## config.mk

```make
export PLATFORM = sky130hd
export DESIGN_NAME = shift_reg_sipo_rx_flat
export DESIGN_NICKNAME = d
export VERILOG_FILES = /design/src/rtl/shift_reg_sipo_rx_pkg.sv /design/src/rtl/shift_reg_sipo_rx_if.sv /design/src/rtl/shift_reg_sipo_rx_hold_reg.sv /design/src/rtl/shift_reg_sipo_rx.sv /design/src/flat_wrapper.sv
export SDC_FILE = /design/constraint.sdc
export NUM_CORES = 1
export LEC_CHECK = 0
export CORE_MARGIN = 3
export CORE_UTILIZATION = 47
export CTS_CLUSTER_SIZE = 12
export DETAILED_ROUTE_END_ITERATION = 7
export GPL_TIMING_DRIVEN = 0
export PLACE_DENSITY_LB_ADDON = 0.12
export RECOVER_POWER = 25
export SETUP_SLACK_MARGIN = 0.1
export SLEW_MARGIN = 5
export SYNTH_ARGS = -nofsm -noshare
export SYNTH_HDL_FRONTEND = slang
export SYNTH_HIERARCHICAL = 1
export SYNTH_SLANG_ARGS = --single-unit
```

## constraint.sdc

```tcl
create_clock -name clk -period 1.65 [get_ports clk]
set_clock_uncertainty 0.05 [all_clocks]
set_input_delay 0.2475 -clock clk [delete_from_list [all_inputs] [get_ports clk]]
set_output_delay 0.2475 -clock clk [all_outputs]
set_load 0.03 [all_outputs]
```

## src/rtl/shift_reg_sipo_rx_pkg.sv

```systemverilog
// Shared definitions for the serial-in/parallel-out receiver: FSM state
// encoding, default word width and a counter-sizing helper.
package shift_reg_pkg;

    // Receiver FSM states: waiting for a frame start, or assembling a word.
    typedef enum logic [0:0] {
        ST_IDLE  = 1'b0,
        ST_SHIFT = 1'b1
    } sipo_state_e;

    localparam int DEFAULT_WIDTH = 4;

    // Bit counter width able to hold the values 0..width inclusive.
    function automatic int cnt_width(input int width);
        return $clog2(width + 1);
    endfunction

endpackage : shift_reg_pkg

```

## src/rtl/shift_reg_sipo_rx_if.sv

```systemverilog
// Serial input and parallel output bundle of the SIPO receiver.
// slave is the receiver side, master is the producer/consumer side.
interface shift_reg_sipo_rx_if
    import shift_reg_pkg::*;
#(
    parameter int WIDTH = DEFAULT_WIDTH
);
    logic             sdi;
    logic             sdi_en;
    logic             frame_start;
    logic [WIDTH-1:0] dout;
    logic             dout_valid;
    logic             dout_ready;
    logic             frame_err;
    logic             overrun;
    logic             overrun_clr;

    modport slave (
        input  sdi,
        input  sdi_en,
        input  frame_start,
        input  dout_ready,
        input  overrun_clr,
        output dout,
        output dout_valid,
        output frame_err,
        output overrun
    );

    modport master (
        output sdi,
        output sdi_en,
        output frame_start,
        output dout_ready,
        output overrun_clr,
        input  dout,
        input  dout_valid,
        input  frame_err,
        input  overrun
    );

endinterface : shift_reg_sipo_rx_if

```

## src/rtl/shift_reg_sipo_rx_hold_reg.sv

```systemverilog
// Output holding register of the SIPO receiver: keeps the last completed
// word for the consumer under a valid/ready handshake and flags words that
// had to be dropped because the previous one was still unconsumed.
module sipo_hold_reg
    import shift_reg_pkg::*;
#(
    parameter int WIDTH = DEFAULT_WIDTH
) (
    input  logic             clk,
    input  logic             reset,
    input  logic             load_en,
    input  logic [WIDTH-1:0] load_word,
    input  logic             dout_ready,
    input  logic             overrun_clr,
    output logic [WIDTH-1:0] dout,
    output logic             dout_valid,
    output logic             overrun
);

    logic [WIDTH-1:0] dout_r;
    logic             dout_valid_r;
    logic             overrun_r;

    logic             xfer_s;
    logic             accept_s;
    logic             drop_s;

    // Decode handshake, load acceptance and word drop for this edge.
    always_comb begin
        xfer_s   = 1'b0;
        accept_s = 1'b0;
        drop_s   = 1'b0;
        xfer_s   = dout_valid_r & dout_ready;
        if (load_en) begin
            // The slot is free, or it is being emptied on this very edge.
            if (!dout_valid_r || dout_ready) begin
                accept_s = 1'b1;
            end else begin
                drop_s   = 1'b1;
            end
        end else begin
            accept_s = 1'b0;
            drop_s   = 1'b0;
        end
    end

    // Held word and its valid flag.
    always_ff @(posedge clk) begin
        if (reset) begin
            dout_r       <= {WIDTH{1'b0}};
            dout_valid_r <= 1'b0;
        end else if (accept_s) begin
            dout_r       <= load_word;
            dout_valid_r <= 1'b1;
        end else if (xfer_s) begin
            dout_valid_r <= 1'b0;
        end else begin
            dout_valid_r <= dout_valid_r;
        end
    end

    // Sticky overrun flag; a new drop beats a simultaneous clear.
    always_ff @(posedge clk) begin
        if (reset) begin
            overrun_r <= 1'b0;
        end else if (drop_s) begin
            overrun_r <= 1'b1;
        end else if (overrun_clr) begin
            overrun_r <= 1'b0;
        end else begin
            overrun_r <= overrun_r;
        end
    end

    assign dout       = dout_r;
    assign dout_valid = dout_valid_r;
    assign overrun    = overrun_r;

endmodule : sipo_hold_reg

```

## src/rtl/shift_reg_sipo_rx.sv

```systemverilog
// Serial-in/parallel-out receiver. Bits arrive MSB first, qualified by
// sdi_en; frame_start marks the first bit of a word. The FSM, bit counter
// and shifter live here; the output slot is handled by sipo_hold_reg.
module shift_reg_sipo_rx
    import shift_reg_pkg::*;
#(
    parameter int WIDTH = DEFAULT_WIDTH
) (
    input logic                 clk,
    input logic                 reset,
    shift_reg_sipo_rx_if.slave  bus
);

    localparam int                CNT_W    = cnt_width(WIDTH);
    localparam logic [CNT_W-1:0]  CNT_ZERO = {CNT_W{1'b0}};
    localparam logic [CNT_W-1:0]  CNT_ONE  = CNT_W'(1);
    localparam logic [CNT_W-1:0]  LAST_CNT = CNT_W'(WIDTH - 1);

    sipo_state_e       state_r;
    logic [CNT_W-1:0]  cnt_r;
    logic [WIDTH-1:0]  shreg_r;
    logic              frame_err_r;

    logic              restart_s;
    logic              complete_s;
    logic [WIDTH-1:0]  word_s;
    logic [WIDTH-1:0]  first_bit_s;

    logic [WIDTH-1:0]  hold_dout_s;
    logic              hold_valid_s;
    logic              hold_overrun_s;

    // Classify the sampled bit: restart of a partial word, or last bit.
    always_comb begin
        restart_s   = 1'b0;
        complete_s  = 1'b0;
        word_s      = {shreg_r[WIDTH-2:0], bus.sdi};
        first_bit_s = {{(WIDTH-1){1'b0}}, bus.sdi};
        if ((state_r == ST_SHIFT) && bus.sdi_en) begin
            if (bus.frame_start) begin
                restart_s = 1'b1;
            end else if (cnt_r == LAST_CNT) begin
                complete_s = 1'b1;
            end else begin
                complete_s = 1'b0;
            end
        end else begin
            restart_s  = 1'b0;
            complete_s = 1'b0;
        end
    end

    // Receive FSM with bit counter, shifter and framing-error pulse.
    always_ff @(posedge clk) begin
        if (reset) begin
            state_r     <= ST_IDLE;
            cnt_r       <= CNT_ZERO;
            shreg_r     <= {WIDTH{1'b0}};
            frame_err_r <= 1'b0;
        end else begin
            frame_err_r <= restart_s;
            case (state_r)
                ST_IDLE: begin
                    // Only a marked first bit opens a word; others are discarded.
                    if (bus.sdi_en && bus.frame_start) begin
                        shreg_r <= first_bit_s;
                        cnt_r   <= CNT_ONE;
                        state_r <= ST_SHIFT;
                    end else begin
                        state_r <= ST_IDLE;
                    end
                end
                ST_SHIFT: begin
                    if (!bus.sdi_en) begin
                        state_r <= ST_SHIFT;
                    end else if (bus.frame_start) begin
                        // Partial word abandoned; current bit starts a new one.
                        shreg_r <= first_bit_s;
                        cnt_r   <= CNT_ONE;
                        state_r <= ST_SHIFT;
                    end else if (complete_s) begin
                        shreg_r <= word_s;
                        cnt_r   <= CNT_ZERO;
                        state_r <= ST_IDLE;
                    end else begin
                        shreg_r <= word_s;
                        cnt_r   <= cnt_r + CNT_ONE;
                        state_r <= ST_SHIFT;
                    end
                end
                default: begin
                    state_r <= ST_IDLE;
                    cnt_r   <= CNT_ZERO;
                end
            endcase
        end
    end

    sipo_hold_reg #(
        .WIDTH (WIDTH)
    ) u_hold (
        .clk         (clk),
        .reset       (reset),
        .load_en     (complete_s),
        .load_word   (word_s),
        .dout_ready  (bus.dout_ready),
        .overrun_clr (bus.overrun_clr),
        .dout        (hold_dout_s),
        .dout_valid  (hold_valid_s),
        .overrun     (hold_overrun_s)
    );

    assign bus.dout       = hold_dout_s;
    assign bus.dout_valid = hold_valid_s;
    assign bus.overrun    = hold_overrun_s;
    assign bus.frame_err  = frame_err_r;

endmodule : shift_reg_sipo_rx

```

## src/flat_wrapper.sv

```systemverilog
// flat-port wrapper written by rule: the top's interface ports become plain ports
module shift_reg_sipo_rx_flat import shift_reg_pkg::*;
#(
    parameter int WIDTH = DEFAULT_WIDTH
)
  (clk, reset, bus_sdi, bus_sdi_en, bus_frame_start, bus_dout_ready, bus_overrun_clr, bus_dout, bus_dout_valid, bus_frame_err, bus_overrun);
  shift_reg_sipo_rx_if #(.WIDTH(WIDTH)) bus_i ();
  input logic clk;
  input logic reset;
  input wire logic [$bits(bus_i.sdi)-1:0] bus_sdi;
  input wire logic [$bits(bus_i.sdi_en)-1:0] bus_sdi_en;
  input wire logic [$bits(bus_i.frame_start)-1:0] bus_frame_start;
  input wire logic [$bits(bus_i.dout_ready)-1:0] bus_dout_ready;
  input wire logic [$bits(bus_i.overrun_clr)-1:0] bus_overrun_clr;
  output wire logic [$bits(bus_i.dout)-1:0] bus_dout;
  output wire logic [$bits(bus_i.dout_valid)-1:0] bus_dout_valid;
  output wire logic [$bits(bus_i.frame_err)-1:0] bus_frame_err;
  output wire logic [$bits(bus_i.overrun)-1:0] bus_overrun;
  assign bus_i.sdi = bus_sdi;
  assign bus_i.sdi_en = bus_sdi_en;
  assign bus_i.frame_start = bus_frame_start;
  assign bus_i.dout_ready = bus_dout_ready;
  assign bus_i.overrun_clr = bus_overrun_clr;
  assign bus_dout = bus_i.dout;
  assign bus_dout_valid = bus_i.dout_valid;
  assign bus_frame_err = bus_i.frame_err;
  assign bus_overrun = bus_i.overrun;
  shift_reg_sipo_rx #(.WIDTH(WIDTH)) u_core (.clk(clk), .reset(reset), .bus(bus_i));
endmodule
```

==> out/metrics.cfg <==
[status]
status = finished, final reports clean

[finish]
area_growth_pct = 32.0
nets = 92
final_cell_mix = nand2b_1 (12), dfxtp_1 (12), dlygate4sd2_1 (7)
n_antenna_cell = 0
instances_no_fill = 96
drive_gt1_frac = 0.207
nFillCells = 110

[worst_setup_path]
cp_slowest_cell = clkdlybuf4s50_1
crit_path_max_fanout = 5
crit_type = primary input to flip-flop
required_ns = 1.82
worst_setup_path_start_kind = primary input
worst_path_largest_cell_delay_ns = 0.48
crit_chain = clkdlybuf4s50_1 -> nand3b_1 -> nor2_2 -> nor2b_4 -> buf_6 -> mux2i_1
critPathArrivalTime_ns = 1.61
cp.depth = 6
path_buf_inv = 2
r2r_cells = 7
cp-end-kind = flip-flop
path_delay_family = buffers and inverters

[timing]
hold_viol = 0
rsz0062_at_grt = no
worst_slack_ns = 0.205
period_share = 0.876
final-setup-viol-count = 0
tightest_slew_ns = 0.365
slew_headroom = 0.757
maxClockFrequency_mhz = 692
final_max_slew_viol_count = 0
setup_tns_ns = 0
finalCriticalPeriod_ns = 1.45

[floorplan]
fp.dieW_um = 43.2
start_util = 0.541
ios = 14
core_um2 = 1200
die_area_um2 = 1860
die_h_um = 43.2
core.rowCount = 12

[synthesis]
avgSynthCellArea_um2 = 10.3
synth_top_cell_area_share = 0.432
synthSimpleGateAreaFrac = 0.260
yosys.area_share.xor_xnor = 0
ys_seq_elements = 14
synth_top_family_by_area = simple AND/OR/NAND/NOR gates
yosysWarningCount = 6
synth_area_leaders = dfxtp_1 (43%), nand2b_1 (12%), mux2i_1 (7.7%)
synth_largest_area_cell = dfxtp_1
netlist_area_um2 = 649
yosysSeqAreaShare = 0.432
synth_fa_ha_area_frac = 0.0385
synthMuxAreaShare = 0.0771
synth_fp_nets = 72
synth_compound_area_frac = 0.129
ys_types = 22
synth_cells = 63

[pwr]
power_density_nw_per_um2 = 756
internal_power_w = 0.000512
seqPwrFrac = 0.539
clkPwrFrac = 0.374
ir_drop_v = 0.000488
switching_power_w = 0.000136
swShare = 0.210
comb_power_share = 0.087
p_leak_nw = 0.337

[placed_design]
portBuffers = 13
hpwl_um = 779
post-place-ws_ns = -0.173
dp_cells = 90
gp_congestion = 0.649

[routing]
postRouteWirelength_um = 1090
vias = 498
drt-initial-drc-count = 0
ant_nets = 0
wl_per_cell_um = 11.3
drtPass1Iterations = 1
vias_per_cell = 5.19
drc = 0

[grt]
grt_pass1_vias = 412
overflow = 0
grt_pass1_wl_um = 1810
grt_max_degree = 11
grt_antenna_before_repair = 0
track_usage = 0.136

[clocking]
cts_made_buffers = 3
ctsHoldBuffers = 0
cts_sinks = 14
cts_root_buffer = clkbuf_4
cts.htree.levels = 1
clk_pin_slew_ns = 0.08
cts_tree = yes
clock_latency_ns = 0.28
clk_path_buf_depth = 2

[hold_path]
min_path_cells = 3
hold_class = primary input to flip-flop

[flow_run]
drv_cap = 0

cells in the mapped netlist, drive strengths merged:
| cell | count |
|---|---|
| o22ai | 1 |
| a21bo | 2 |
| nand2b | 12 |
| inv | 4 |
| o21a | 1 |
| mux2i | 5 |
| nor2 | 4 |
| o32ai | 3 |
| or2 | 1 |
| buf | 2 |
| nand4bb | 2 |
| ha | 2 |
| nand2 | 1 |
| nor2b | 3 |
| a31oi | 1 |
| dfxtp | 14 |
| a21oi | 2 |
| clkbuf | 1 |
| nand3b | 1 |
| and4b | 1 |
cells by family after synthesis:
family                     Yosys count
and+or+nand+nor                     25
muxes                                5
buffers and inverters                7
DFF                                 14
AOI/OAI and AO/OA                   10
adders and majority gates            2
power groups by stage:
stage / Clock (W) / Sequential, W / Combinational (W)
after floorplan: 0 / 0.000356 / 0.0000318
after global placement: 0 / 0.000357 / 0.0000564
after detailed placement: 0 / 0.000357 / 0.0000576
after CTS: 0.000256 / 0.000349 / 0.0000576
after global routing: 0.000267 / 0.000351 / 0.0000608
final: 0.000242 / 0.000349 / 0.0000563
per-stage QoR:
| stage | cell area [um^2] | power [W] | utilization | hold WS, ns |
|---|---|---|---|---|
| floorplan | 649 | 0.000388 | - | 0.353 |
| global placement | 797 | 0.000413 | 0.664 | 0.409 |
| detailed placement | 797 | 0.000415 | 0.664 | 0.416 |
| CTS | 827 | 0.000663 | 0.689 | 0.426 |
| global route | 857 | 0.000678 | 0.714 | 0.354 |
| finish | 857 | 0.000648 | 0.714 | 0.352 |
path summary, 6_finish.rpt:
path	from	to	slack (ns)
max	bus_frame_start	u_core/u_hold/dout[1]	0.20
min	bus_sdi_en	u_core/state_r	0.35
max reg2reg	u_core/cnt_r[1]	u_core/u_hold/dout[1]	0.26
min reg2reg	u_core/cnt_r[1]	u_core/cnt_r[1]	0.42
final cells by class:
class | instances | area (um^2) | share of cell area
tap | 14 | 17.5 | 0.0204
inverter | 4 | 15.0 | 0.0175
multi-input combinational | 42 | 348 | 0.406
clock buffer | 4 | 36.3 | 0.0423
buffer | 3 | 18.8 | 0.0219
sequential | 14 | 283 | 0.330
timing repair buffer | 15 | 139 | 0.162
metal layers:
layer | global-route usage | vias up | wire [um]
met5 | 0 | - | 0
met4 | 0.0723 | 0 | 25
met3 | 0.0805 | 5 | 80
met2 | 0.183 | 11 | 479
met1 | 0.166 | 227 | 503
li1 | - | 255 | -
flip-flops by register name (all words and copies together) (netlist names):
| name | count |
|---|---|
| u_core/state_r | 1 |
| u_core/bus.frame_err | 1 |
| u_core/shreg_r | 3 |
| u_core/cnt_r | 3 |
| u_core/u_hold/dout_valid | 1 |
| u_core/u_hold/overrun | 1 |
| u_core/u_hold/dout | 4 |
worst min-delay path, delay by kind of cell:
kind	cells	cell delay, ns
AO/OA/AOI/OAI	1	0.06
buffers and inverters	1	0.20
AND/OR/NAND/NOR	1	0.12
timing repair:
action | in CTS | in global routing
setup buffers | 0 | 2
hold endpoints to repair | 0 | 0
setup endpoints to repair | 8 | 4
pin swaps | 0 | 2
gates resized for setup | 8 | 7
Note: power is estimated with default switching activity, not from simulation.
